--- config.mk ---
export PLATFORM = sky130hd
export DESIGN_NAME = sme_param
export DESIGN_NICKNAME = d
export VERILOG_FILES = /design/src/rtl/sme_pkg.sv /design/src/rtl/sme_tok_cmp.sv /design/src/rtl/sme_param.sv
export SDC_FILE = /design/constraint.sdc
export NUM_CORES = 1
export LEC_CHECK = 0
export BUFFER_PORTS_ARGS = -buffer_cell sky130_fd_sc_hd__buf_2
export CAP_MARGIN = 30
export CORE_AREA = 2 2 179 181
export CTS_BUF_LIST = sky130_fd_sc_hd__clkbuf_4 sky130_fd_sc_hd__clkbuf_8
export DETAILED_ROUTE_END_ITERATION = 12
export DIE_AREA = 0 0 181 183
export PLACE_DENSITY = 0.86
export REMOVE_ABC_BUFFERS = 1
export SLEW_MARGIN = 20
export SYNTH_ARGS = -nofsm -noshare
export SYNTH_HDL_FRONTEND = slang
export SYNTH_SLANG_ARGS = --single-unit
--- constraint.sdc ---
create_clock -name clk -period 5.84 [get_ports clk]
set_clock_uncertainty 0.15 [all_clocks]
set_input_delay 0.292 -clock clk [delete_from_list [all_inputs] [get_ports clk]]
set_output_delay 0.292 -clock clk [all_outputs]
set_load 0.01 [all_outputs]
--- src/rtl/sme_pkg.sv ---
// Shared token constants and FSM state encoding for the sme_param string matcher.
package sme_pkg;

  localparam logic [7:0] TOK_ANY  = 8'h2E;
  localparam logic [7:0] TOK_STAR = 8'h2A;
  localparam logic [7:0] TOK_BOL  = 8'h5E;
  localparam logic [7:0] TOK_EOL  = 8'h24;
  localparam logic [7:0] CH_SPACE = 8'h20;

  typedef enum logic [2:0] {
    IDLE,
    LOAD_S,
    LOAD_P,
    SEARCH,
    REPORT
  } state_t;

endpackage

--- src/rtl/sme_tok_cmp.sv ---
// Compares one pattern token against the string around idx.
// hit: token holds at idx. consume: token advances the string pointer when it hits.
module sme_tok_cmp
  import sme_pkg::*;
#(
  parameter int unsigned CHAR_W = 8,
  parameter int unsigned SL_W   = 6
) (
  input  logic [CHAR_W-1:0] tok,
  input  logic [CHAR_W-1:0] ch_prev,
  input  logic [CHAR_W-1:0] ch_cur,
  input  logic [CHAR_W-1:0] ch_next,
  input  logic [SL_W-1:0]   idx,
  input  logic [SL_W-1:0]   slen,
  output logic              hit,
  output logic              consume
);

  logic cur_ok;
  logic prev_ok;
  logic next_ok;

  // Neighbour characters are only meaningful inside the stored string.
  assign cur_ok  = (idx < slen);
  assign prev_ok = (idx != '0) && (idx <= slen);
  assign next_ok = ({1'b0, idx} + (SL_W + 1)'(1)) < {1'b0, slen};

  always_comb begin
    hit     = 1'b0;
    consume = 1'b0;
    if (tok == CHAR_W'(TOK_BOL)) begin
      hit = (idx == '0) || (prev_ok && (ch_prev == CHAR_W'(CH_SPACE)));
    end else if (tok == CHAR_W'(TOK_EOL)) begin
      hit = (idx == slen) || (next_ok && (ch_next == CHAR_W'(CH_SPACE)));
    end else if (tok == CHAR_W'(TOK_ANY)) begin
      hit     = cur_ok;
      consume = 1'b1;
    end else begin
      hit     = cur_ok && (ch_cur == tok);
      consume = 1'b1;
    end
  end

endmodule

--- src/rtl/sme_param.sv ---
// String-matching engine: buffers a string and a pattern, then reports the leftmost match.
// Optional '*' wildcard support is enabled by defining SME_STAR_EN.
module sme_param
  import sme_pkg::*;
#(
  parameter int unsigned CHAR_W    = 8,
  parameter int unsigned STR_DEPTH = 32,
  parameter int unsigned PAT_DEPTH = 8,
  parameter int unsigned IDX_W     = $clog2(STR_DEPTH)
) (
  input  logic              clk,
  input  logic              reset,
  input  logic [CHAR_W-1:0] chardata,
  input  logic              isstring,
  input  logic              ispattern,
  output logic              valid,
  output logic              match,
  output logic [IDX_W-1:0]  match_index
);

  localparam int unsigned SL_W = $clog2(STR_DEPTH) + 1;
  localparam int unsigned PL_W = $clog2(PAT_DEPTH) + 1;
  localparam int unsigned PI_W = (PAT_DEPTH > 1) ? $clog2(PAT_DEPTH) : 1;

  state_t state, state_nxt;

  logic [CHAR_W-1:0] str_mem [STR_DEPTH];
  logic [CHAR_W-1:0] pat_mem [PAT_DEPTH];
  logic [SL_W-1:0]   slen;
  logic [PL_W-1:0]   plen;

  logic [SL_W-1:0]   start;
  logic [SL_W-1:0]   sidx;
  logic [PL_W-1:0]   pidx;
  logic              first_set;
  logic [IDX_W-1:0]  first_pos;

  logic [CHAR_W-1:0] tok_c;
  logic              hit_c;
  logic              consume_c;
  logic              pat_done_c;
  logic              begins_eol_c;
  logic              out_of_starts_c;
  logic [IDX_W-1:0]  sat_idx_c;

`ifdef SME_STAR_EN
  logic [SL_W-1:0]   rp;
  logic [PL_W-1:0]   star_pidx;
  logic              star_active;
  logic              first_set_s;
  logic [IDX_W-1:0]  first_pos_s;
  logic              is_star_c;

  assign is_star_c = (tok_c == CHAR_W'(TOK_STAR));
`endif

  assign tok_c        = pat_mem[PI_W'(pidx)];
  assign pat_done_c   = (pidx == plen);
  assign begins_eol_c = (plen != '0) && (pat_mem[0] == CHAR_W'(TOK_EOL));
  // A start at slen is only worth trying when the pattern opens with '$'.
  assign out_of_starts_c = (start > slen) || ((start == slen) && !begins_eol_c);
  assign sat_idx_c = (sidx >= SL_W'(STR_DEPTH)) ? IDX_W'(STR_DEPTH - 1) : IDX_W'(sidx);

  sme_tok_cmp #(
    .CHAR_W (CHAR_W),
    .SL_W   (SL_W)
  ) u_tok_cmp (
    .tok     (tok_c),
    .ch_prev (str_mem[IDX_W'(sidx - SL_W'(1))]),
    .ch_cur  (str_mem[IDX_W'(sidx)]),
    .ch_next (str_mem[IDX_W'(sidx + SL_W'(1))]),
    .idx     (sidx),
    .slen    (slen),
    .hit     (hit_c),
    .consume (consume_c)
  );

  always_ff @(posedge clk) begin
    if (reset) state <= IDLE;
    else       state <= state_nxt;
  end

  always_comb begin
    state_nxt = state;
    case (state)
      IDLE, REPORT: begin
        if (isstring)       state_nxt = LOAD_S;
        else if (ispattern) state_nxt = LOAD_P;
        else                state_nxt = IDLE;
      end
      LOAD_S:  if (!isstring)  state_nxt = LOAD_P;
      LOAD_P:  if (!ispattern) state_nxt = SEARCH;
      SEARCH:  if (pat_done_c || out_of_starts_c) state_nxt = REPORT;
      default: state_nxt = IDLE;
    endcase
  end

  // Buffer loading; lengths saturate and excess characters are dropped.
  always_ff @(posedge clk) begin
    if (reset) begin
      str_mem <= '{default: '0};
      pat_mem <= '{default: '0};
      slen    <= '0;
      plen    <= '0;
    end else begin
      case (state)
        IDLE, REPORT: begin
          if (isstring) begin
            str_mem[0] <= chardata;
            slen       <= SL_W'(1);
          end else if (ispattern) begin
            pat_mem[0] <= chardata;
            plen       <= PL_W'(1);
          end
        end
        LOAD_S: begin
          if (isstring) begin
            if (slen < SL_W'(STR_DEPTH)) begin
              str_mem[IDX_W'(slen)] <= chardata;
              slen                  <= slen + SL_W'(1);
            end
          end else begin
            plen <= ispattern ? PL_W'(1) : '0;
            if (ispattern) pat_mem[0] <= chardata;
          end
        end
        LOAD_P: begin
          if (ispattern && (plen < PL_W'(PAT_DEPTH))) begin
            pat_mem[PI_W'(plen)] <= chardata;
            plen                 <= plen + PL_W'(1);
          end
        end
        default: ;
      endcase
    end
  end

  // Search walk: one pattern token per cycle, restart at start+1 on a mismatch.
  always_ff @(posedge clk) begin
    if (reset) begin
      start       <= '0;
      sidx        <= '0;
      pidx        <= '0;
      first_set   <= 1'b0;
      first_pos   <= '0;
      valid       <= 1'b0;
      match       <= 1'b0;
      match_index <= '0;
`ifdef SME_STAR_EN
      rp          <= '0;
      star_pidx   <= '0;
      star_active <= 1'b0;
      first_set_s <= 1'b0;
      first_pos_s <= '0;
`endif
    end else begin
      valid <= 1'b0;
      if ((state == LOAD_P) && !ispattern) begin
        start     <= '0;
        sidx      <= '0;
        pidx      <= '0;
        first_set <= 1'b0;
`ifdef SME_STAR_EN
        star_active <= 1'b0;
`endif
      end else if (state == SEARCH) begin
        if (pat_done_c) begin
          valid       <= 1'b1;
          match       <= 1'b1;
          match_index <= first_set ? first_pos : sat_idx_c;
        end else if (out_of_starts_c) begin
          valid       <= 1'b1;
          match       <= 1'b0;
          match_index <= '0;
`ifdef SME_STAR_EN
        end else if (is_star_c && !star_active) begin
          // Zero-length expansion first; rp marks where the star last stopped.
          star_active <= 1'b1;
          star_pidx   <= pidx + PL_W'(1);
          rp          <= sidx;
          first_set_s <= first_set;
          first_pos_s <= first_pos;
          pidx        <= pidx + PL_W'(1);
`endif
        end else if (hit_c) begin
          if (consume_c && !first_set) begin
            first_set <= 1'b1;
            first_pos <= IDX_W'(sidx);
          end
          sidx <= sidx + SL_W'(consume_c);
          pidx <= pidx + PL_W'(1);
`ifdef SME_STAR_EN
        end else if (star_active && (rp < slen)) begin
          rp        <= rp + SL_W'(1);
          sidx      <= rp + SL_W'(1);
          pidx      <= star_pidx;
          first_set <= first_set_s;
          first_pos <= first_pos_s;
`endif
        end else begin
          start     <= start + SL_W'(1);
          sidx      <= start + SL_W'(1);
          pidx      <= '0;
          first_set <= 1'b0;
`ifdef SME_STAR_EN
          star_active <= 1'b0;
`endif
        end
      end
    end
  end

endmodule

==> results of run 1 <==
## registers in the layout, summed over array words and instances, names as in the netlist
name,count
match_index,5
pat_mem,64
start,6
match,1
str_mem,256
pidx,4
state,3
first_set,1
valid,1
sidx,6
slen,6
first_pos,5
plen,4
## per-stage QoR
stage | hold WS, ns | total power [mW]
CTS | 0.00226 | 5.13
global placement | 0.305 | 2.79
global route | 0.0431 | 5.28
detailed placement | 0.310 | 2.80
finish | 0.0207 | 5.15
floorplan | 0.211 | 2.66
## report_power, final
group          switching, mW  leakage (nW)  total, mW  internal (mW)
logic                  0.188          3.20      0.272         0.0838
registers             0.0178          2.92       2.50           2.48
clock network           1.04         0.676       2.38           1.34
total                   1.24          6.79       5.15           3.91
## logic make-up after synthesis
family,count (synthesis),synth area share (%)
flip-flops,362,39.3
AND/OR/NAND/NOR,988,25.3
XOR/XNOR,28,1.33
adder cells (fa/ha/maj),31,2.10
buffers and inverters,216,4.96
multiplexers,194,14.3
AO/OA/AOI/OAI,407,12.8
## critical path, cell delays in order, from the launching register on
cell and delay [ns]:
sky130_fd_sc_hd__dfxtp_4 0.92, sky130_fd_sc_hd__ha_1 0.32, sky130_fd_sc_hd__xnor2_1 0.34, sky130_fd_sc_hd__clkinv_1 0.43
sky130_fd_sc_hd__ha_1 0.38, sky130_fd_sc_hd__o21ai_0 0.07, sky130_fd_sc_hd__a21oi_1 0.11, sky130_fd_sc_hd__or4_1 0.53
sky130_fd_sc_hd__o211ai_1 0.24, sky130_fd_sc_hd__o31a_1 0.34, sky130_fd_sc_hd__and2_1 0.48, sky130_fd_sc_hd__nor2_1 0.17
sky130_fd_sc_hd__a31o_1 0.24
## routing by layer
layer | vias up | part of all wire [%]
li1 | 7855 | -
met1 | 8386 | 38
met2 | 1308 | 45
met3 | 287 | 12
met4 | 0 | 5.0
met5 | - | 0
## final timing paths
check	startpoint	endpoint	slack [ns]	depth (start not counted)
worst max-delay path	sidx[1]	start[2]	0.99	12
worst min-delay path	ispattern	state[0]	0.02	4
worst max register to register	sidx[1]	start[2]	0.99	12
worst min register to register	first_pos[2]	first_pos[2]	0.32	2
## final cells by class
type                            instances  area (um2)  area share (%)
Clock buffer                           91        1160            5.75
Clock inverter                          9         113           0.559
Inverter                               23        86.3           0.429
Multi-Input combinational cell       1648       10300            51.3
Sequential cell                       362        7260            36.0
Tap cell                              402         503            2.50
Timing Repair Buffer                   70         682            3.39
## cells in the final DEF, fill, tap and decap left out, drive strengths merged, types with 18 or more instances in the layout
| cell | count |
|---|---|
| mux4 | 54 |
| clkbuf | 91 |
| nor4b | 26 |
| nor2 | 139 |
| a21oi | 280 |
| nand4 | 20 |
| dfxtp | 362 |
| nand2 | 354 |
| o21ai | 26 |
| ha | 31 |
| buf | 61 |
| nor4 | 34 |
| nor3 | 28 |
| nand3 | 304 |
| inv | 21 |
| nand2b | 18 |
| mux2i | 123 |
==> summary by stage, run 1 <==
Run status
The flow ran to the end, and the final reports show no timing, DRC or antenna violations.

Timing
The relative slew slack is between 30% and 40%. The max-slew violation count is 0. Setup slack closes at slightly below 1 ns.

Setup repair after global routing left no endpoint under its margin. The total setup violations reported at the end of the flow is 0. The setup TNS after final layout is 0 ns. The actual slew at the worst max-slew pin is between 1 and 1.5 ns. Based on the critical path, the design can be clocked at up to 206 MHz. The number of hold violations in the final report came to 0. Counting I/O delays and the setup requirement, the final critical path takes 4.85 ns. The share of the cycle needed by the critical path after routing is between 80% and 90%.

Drt
For this block, the routed nets add up to ~60 mm of wire. The first detailed-routing pass ran for 9 iterations. Across all layers, the routed design uses approximately 18000 vias. The average vias per placed instance is around 7. The initial detailed-routing violation count is roughly 2700. The detailed-route DRC error count is 0. The final routed wire length divided by cell count is roughly 23 um. In this run the remaining antenna-violating nets after routing total 0.

Critical path
The maximum fanout encountered on the critical timing path is between 50 and 60. The worst setup path is captured at a flop. The arrival time of data at the critical path endpoint is about 5.2 ns.

By startpoint and endpoint, the worst setup path is classified as reg2reg. For the worst setup path, the data required time is between 6 and 7 ns. The element type at the critical path start is a flop.

Layout
The number of diodes is 0. The number of nets in the finished design is ~2200. The post-route non-filler standard cell count is between 2000 and 3000.

The finished cells cover approximately 0.020 mm2. The signed area change from the synthesized netlist to the final layout is 9.12%. Cells with a size suffix above 1 make up 11.8% of the layout. The number of filler cells placed in the layout is around 2500.

The core utilization of the finished layout is around 64%.

Die
The initialized floorplan defines 65 standard-cell rows. Once the floorplan was initialized, standard cells occupied between 50% and 60% of the core. The core footprint is ~0.031 mm2.

The die covers 0.0331 mm2. The count of boundary I/O pins is 19. Measured along the y axis, the die boundary spans between 150 and 200 um. The chip width is approximately 180 um.

GRT
Global routing used between 50 and 60% of the available met2 tracks. Entering global routing, the biggest net connects ~130 pins. The overflow left after global routing is 0.

The first global-routing pass estimated around 92 mm of wire. The number of antenna violations at the first check in global routing is 0. The global router's overall resource usage is 34.6%. The via count of the first global-routing pass is between 15000 and 20000. The most used routing layer is met2.

The met1 layer usage reported by global route is 45.5%. The global-route met3 utilization is between 7 and 8%.

Synthesis
In the synthesized netlist the dominant register cell turns out to be sky130_fd_sc_hd__dfxtp_1. The share of the Yosys chip area taken by registers is 39.3%. The cell taking the most area after synthesis is sky130_fd_sc_hd__dfxtp_1. The share of async-settable or async-resettable flops after synthesis is 0%.

In this run, distinct cell masters in the synthesized netlist total 74. The synthesized netlist occupies a cell area of between 0.015 and 0.02 mm2. The most repeated cell in the gate-level netlist after synthesis is sky130_fd_sc_hd__dfxtp_1. The count of state elements after synthesis is between 300 and 400. The count of flip-flops with a built-in enable after synthesis is 0.

The number of standard cells after synthesis is between 2000 and 2500. Dividing the synthesized area by the synthesized cell count gives about 8.3 um2. The Yosys warning count is 0. Of the post-synthesis cell area, the dominant cell type holds between 30% and 40%.

The commonest cells after synthesis are 362 x sky130_fd_sc_hd__dfxtp_1, 353 x sky130_fd_sc_hd__nand2_1, 304 x sky130_fd_sc_hd__nand3_1, 280 x sky130_fd_sc_hd__a21oi_1, 152 x sky130_fd_sc_hd__clkbuf_1. In the post-synthesis netlist, the biggest area contributors are sky130_fd_sc_hd__dfxtp_1 39%, sky130_fd_sc_hd__nand3_1 8.2%, sky130_fd_sc_hd__a21oi_1 7.6%, sky130_fd_sc_hd__nand2_1 7.2%, sky130_fd_sc_hd__mux2i_1 6.7%.

Clocking
The clock transition at the register clock pins on the worst setup and hold paths after CTS is roughly 0.070 ns. The tree built by TritonCTS fans out to 362 sinks. Buffers added to address setup during post-CTS repair amount to 0.

Clock tree synthesis inserted a total of 59 buffers. The later pin in the worst-skew pair is clocked with a latency of 0.64 ns. In this run, post-CTS hold repair placed 7 buffers. The buffer type at the clock tree root is sky130_fd_sc_hd__clkbuf_8. TritonCTS built the clock tree. In this run, post-CTS repair resized a total of 0 instances. The maximum clock path buffer count is 3. The clock tree synthesis step divided the H-tree into 2 levels.

Power
The largest vdd supply drop is about 0.28 mV. Dividing total power by cell area gives a power density of 256 mW/mm2. The leakage power is just under 7 nW.

Placement
After detailed placement, the design holds a cell count of roughly 2500. During placement, the flow inserted port buffers numbering 18. The placed instances occupy a cell area of between 0.015 and 0.02 mm2. At the end of routability-driven placement, the weighted congestion stood at 0.966. The pre-CTS setup slack is between 1 and 1.5 ns.

The half-perimeter wire length of the detailed placement result is 39.0 mm.

Job
The max-cap violation count is 0.

Hold path
The path category of the worst min-delay check is in2reg.
Power figures use the tool's default switching activity.
==> run 2: changes to the inputs <==
Settings changed: PLACE_DENSITY 0.86 to 0.89.
Clock period 5.84 ns to 4.35 ns, I/O delays scaled along.
==> summary by stage, run 2 (same netlist as run 1, synthesis figures left out) <==
Die
The initial core utilization is 59.1% (unchanged). The site row count is 65 (unchanged). The chip width came to 181 um (unchanged). The count of boundary I/O pins was 19 (unchanged). The core footprint is 0.0312 mm2 (unchanged). The height of the die was 183 um (unchanged).

The area of the die is 0.0331 mm2 (unchanged).

Timing
The relative slew slack came to 33.6% (was 30.1%). The setup TNS after final layout is 0 ns (unchanged). The fmax was 243 MHz (was 206 MHz). The number of hold violations in the final report is 0 (unchanged). The total setup violations reported at the end of the flow is 0 (unchanged). The post-layout worst setup margin is 0.238 ns (was 0.985 ns). The max-slew violation count was 0 (unchanged). The actual slew at the worst max-slew pin was 0.996 ns (was 1.05 ns).

RSZ-0062 raised after global routing: false (unchanged). The minimum period implied by the final worst setup slack is 4.11 ns (was 4.85 ns). The tightest hold margin is 0.0212 ns (was 0.0207 ns). The share of the cycle needed by the critical path after routing was 94.5% (was 83.1%).

Critical path
The launching instance or port of the critical path is sidx[0] (was sidx[1]). The kind of critical path is reg2reg (unchanged). The arrival time of data at the critical path endpoint is 4.50 ns (was 5.23 ns). The element type at the critical path start is a flop (unchanged). The worst setup slack for register-to-register paths is 0.24 ns (was 0.99 ns).

The termination of the worst setup path is first_pos[3] (was start[2]). The data required time at the worst endpoint is 4.74 ns (was 6.21 ns). The worst-case reg-to-reg path depth came to 10 (was 12). The maximum fanout encountered on the critical timing path was 48 (was 55). The destination of the worst register-to-register timing path is first_pos[3] (was start[2]).

The endpoint class of the critical path is a flop (unchanged). The source of the worst register-to-register timing path is sidx[0] (was sidx[1]).

Drt
The detailed-route DRC error count is 0 (unchanged). The total number of vias is 18100 (was 17800). The number of antenna-violating nets in the routed design is 0 (unchanged). The final routed wire length divided by cell count is 22.7 um (was 22.5 um). The initial detailed-routing violation count came to 2683 (was 2703). The average vias per placed instance is 6.87 (was 6.85).

The number of iterations in the first detailed-routing pass was 8 (was 9). The aggregate routed wire length is 59.8 mm (was 58.7 mm).

Layout
Registers with the highest flip-flop counts: str_mem (256), pat_mem (64) (unchanged). The fraction of layout instances using a drive strength above 1 came to 12.7% (was 11.8%). The most common cell after layout, fill and taps aside is sky130_fd_sc_hd__dfxtp_1 (unchanged). The signed area change from the synthesized netlist to the final layout is 10.3% (was 9.12%). The register containing the most flip-flops in the final layout was str_mem (unchanged). The number of diodes was 0 (unchanged). The core utilization of the finished layout is 65.2% (was 64.5%). Commonest non-fill, non-tap cells in the layout: 358 x sky130_fd_sc_hd__dfxtp_1, 353 x sky130_fd_sc_hd__nand2_1, 304 x sky130_fd_sc_hd__nand3_1 (unchanged). The post-route non-filler standard cell count is 2633 (was 2605). The post-route cell area is 0.0203 mm2 (was 0.0201 mm2). The number of flip-flops in the largest register is 256 (unchanged).

The number of nets in the finished design is 2233 (was 2207). The number of filler cells placed in the layout is 2481 (was 2537).

Clocking
The clock latency on the worst-skew pair came to 0.64 ns (about the same). The clock sink count is 362 (unchanged). The clock transition at the register clock pins on the worst setup and hold paths after CTS is 0.06 ns (was 0.07 ns). The buffer type at the clock tree root is sky130_fd_sc_hd__clkbuf_8 (unchanged). The maximum clock path buffer count is 3 (unchanged). The number of buffers added by the clock tree synthesis step is 58 (was 59). The TritonCTS clock tree is built (unchanged). The post-CTS setup buffer count is 0 (unchanged). The total number of H-tree levels was 2 (unchanged).

Power
The post-route total power is 6.83 mW (was 5.15 mW). The leakage power is 6.92 nW (was 6.79 nW). The cell area power density is 336 mW/mm2 (was 256 mW/mm2). The largest vdd supply drop is 0.281 mV (was 0.279 mV).

Placement
The final RePlAce weighted congestion came to 1.10 (was 0.966). The post-detailed-placement cell area is 0.0189 mm2 (was 0.0187 mm2). The pre-CTS setup slack is 0.313 ns (was 1.12 ns). The half-perimeter wire length of the detailed placement result is 40.0 mm (was 39.0 mm).

The number of I/O port buffers is 18 (unchanged). The cell count after placement is 2516 (was 2493).

Hold path
The path category of the worst min-delay check is in2reg (unchanged).

GRT
The maximum number of pins on one net before global-route repair is 146 (was 134). The overflow left after global routing is 0 (unchanged). The first-pass GRT wire length is 93.2 mm (was 91.8 mm).

The global router's overall resource usage was 35.1% (was 34.6%). The via count of the first global-routing pass is 17200 (was 16700). The number of antenna violations at the first check in global routing is 0 (unchanged).

Run status
Run status: finished, final reports clean (unchanged).

Job
The max-cap violation count is 0 (unchanged).
==> run 2: changes by cell type in the layout (fill, tap and decap cells not counted), moves of 2 or more <==
| cell | before | now |
|---|---|---|
| sky130_fd_sc_hd__clkinv_2 | 5 | 10 |
| sky130_fd_sc_hd__dlygate4sd3_1 | 8 | 12 |
| sky130_fd_sc_hd__buf_4 | 32 | 51 |
| sky130_fd_sc_hd__buf_12 | 7 | 13 |
| sky130_fd_sc_hd__clkbuf_8 | 76 | 73 |
| sky130_fd_sc_hd__clkbuf_4 | 15 | 13 |
==> run 2: final cells by class <==
cell class | count | area (um2) | share of cell area, %
clock buffers | 86 | 1100 | 5.42
multi-input cells | 1648 | 10300 | 50.8
repair buffers | 97 | 946 | 4.65
inverters | 23 | 86.3 | 0.424
clock inverters | 15 | 116 | 0.572
flip-flops and latches | 362 | 7260 | 35.7
well taps | 402 | 503 | 2.47
==> run 2: repair_timing <==
item,4_1_cts,5_1_grt
setup endpoints to repair,0,2
endpoints found under the hold margin,62,12
hold buffers,9,3
gates resized for setup,0,1
==> run 2: how the worst min path moves through the flow <==
stage                start            to  cells after the start
6_report       chardata[2]   str_mem[74]                      3
5_1_grt        chardata[2]  str_mem[114]                      3
4_1_cts        chardata[5]  str_mem[229]                      3
3_5_place_dp   str_mem[61]   str_mem[61]                      2
3_3_place_gp   str_mem[61]   str_mem[61]                      2
2_1_floorplan        reset       plen[2]                      1
==> run 2: routing by layer <==
| metal | routed length, um | vias up | share of wire, % | track usage (%) |
|---|---|---|---|---|
| li1 | - | 7926 | - | - |
| met1 | 21900 | 8475 | 37 | 44.7 |
| met2 | 26900 | 1354 | 45 | 55.3 |
| met3 | 7640 | 337 | 13 | 9.03 |
| met4 | 3310 | 0 | 5.5 | 18.0 |
| met5 | 0 | - | 0 | 0 |
==> run 2: worst max-delay path, stage by stage (launching register included) <==
cell	delay (ns)
sky130_fd_sc_hd__dfxtp_4	0.47
sky130_fd_sc_hd__buf_12	0.28
sky130_fd_sc_hd__mux4_2	0.55
sky130_fd_sc_hd__a22oi_1	0.29
sky130_fd_sc_hd__nand4_1	0.18
sky130_fd_sc_hd__xnor2_1	0.16
sky130_fd_sc_hd__or4_4	0.50
sky130_fd_sc_hd__o41ai_4	0.54
sky130_fd_sc_hd__nand2_4	0.18
sky130_fd_sc_hd__nor4_4	0.47
sky130_fd_sc_hd__mux2i_1	0.23
==> run 2: report_power, final <==
part	leakage [nW]	switching (mW)	total, mW	internal [mW]
combinational	3.34	0.258	0.378	0.119
clock	0.653	1.41	3.09	1.68
sequential	2.92	0.0255	3.36	3.33
total	6.92	1.70	6.83	5.13
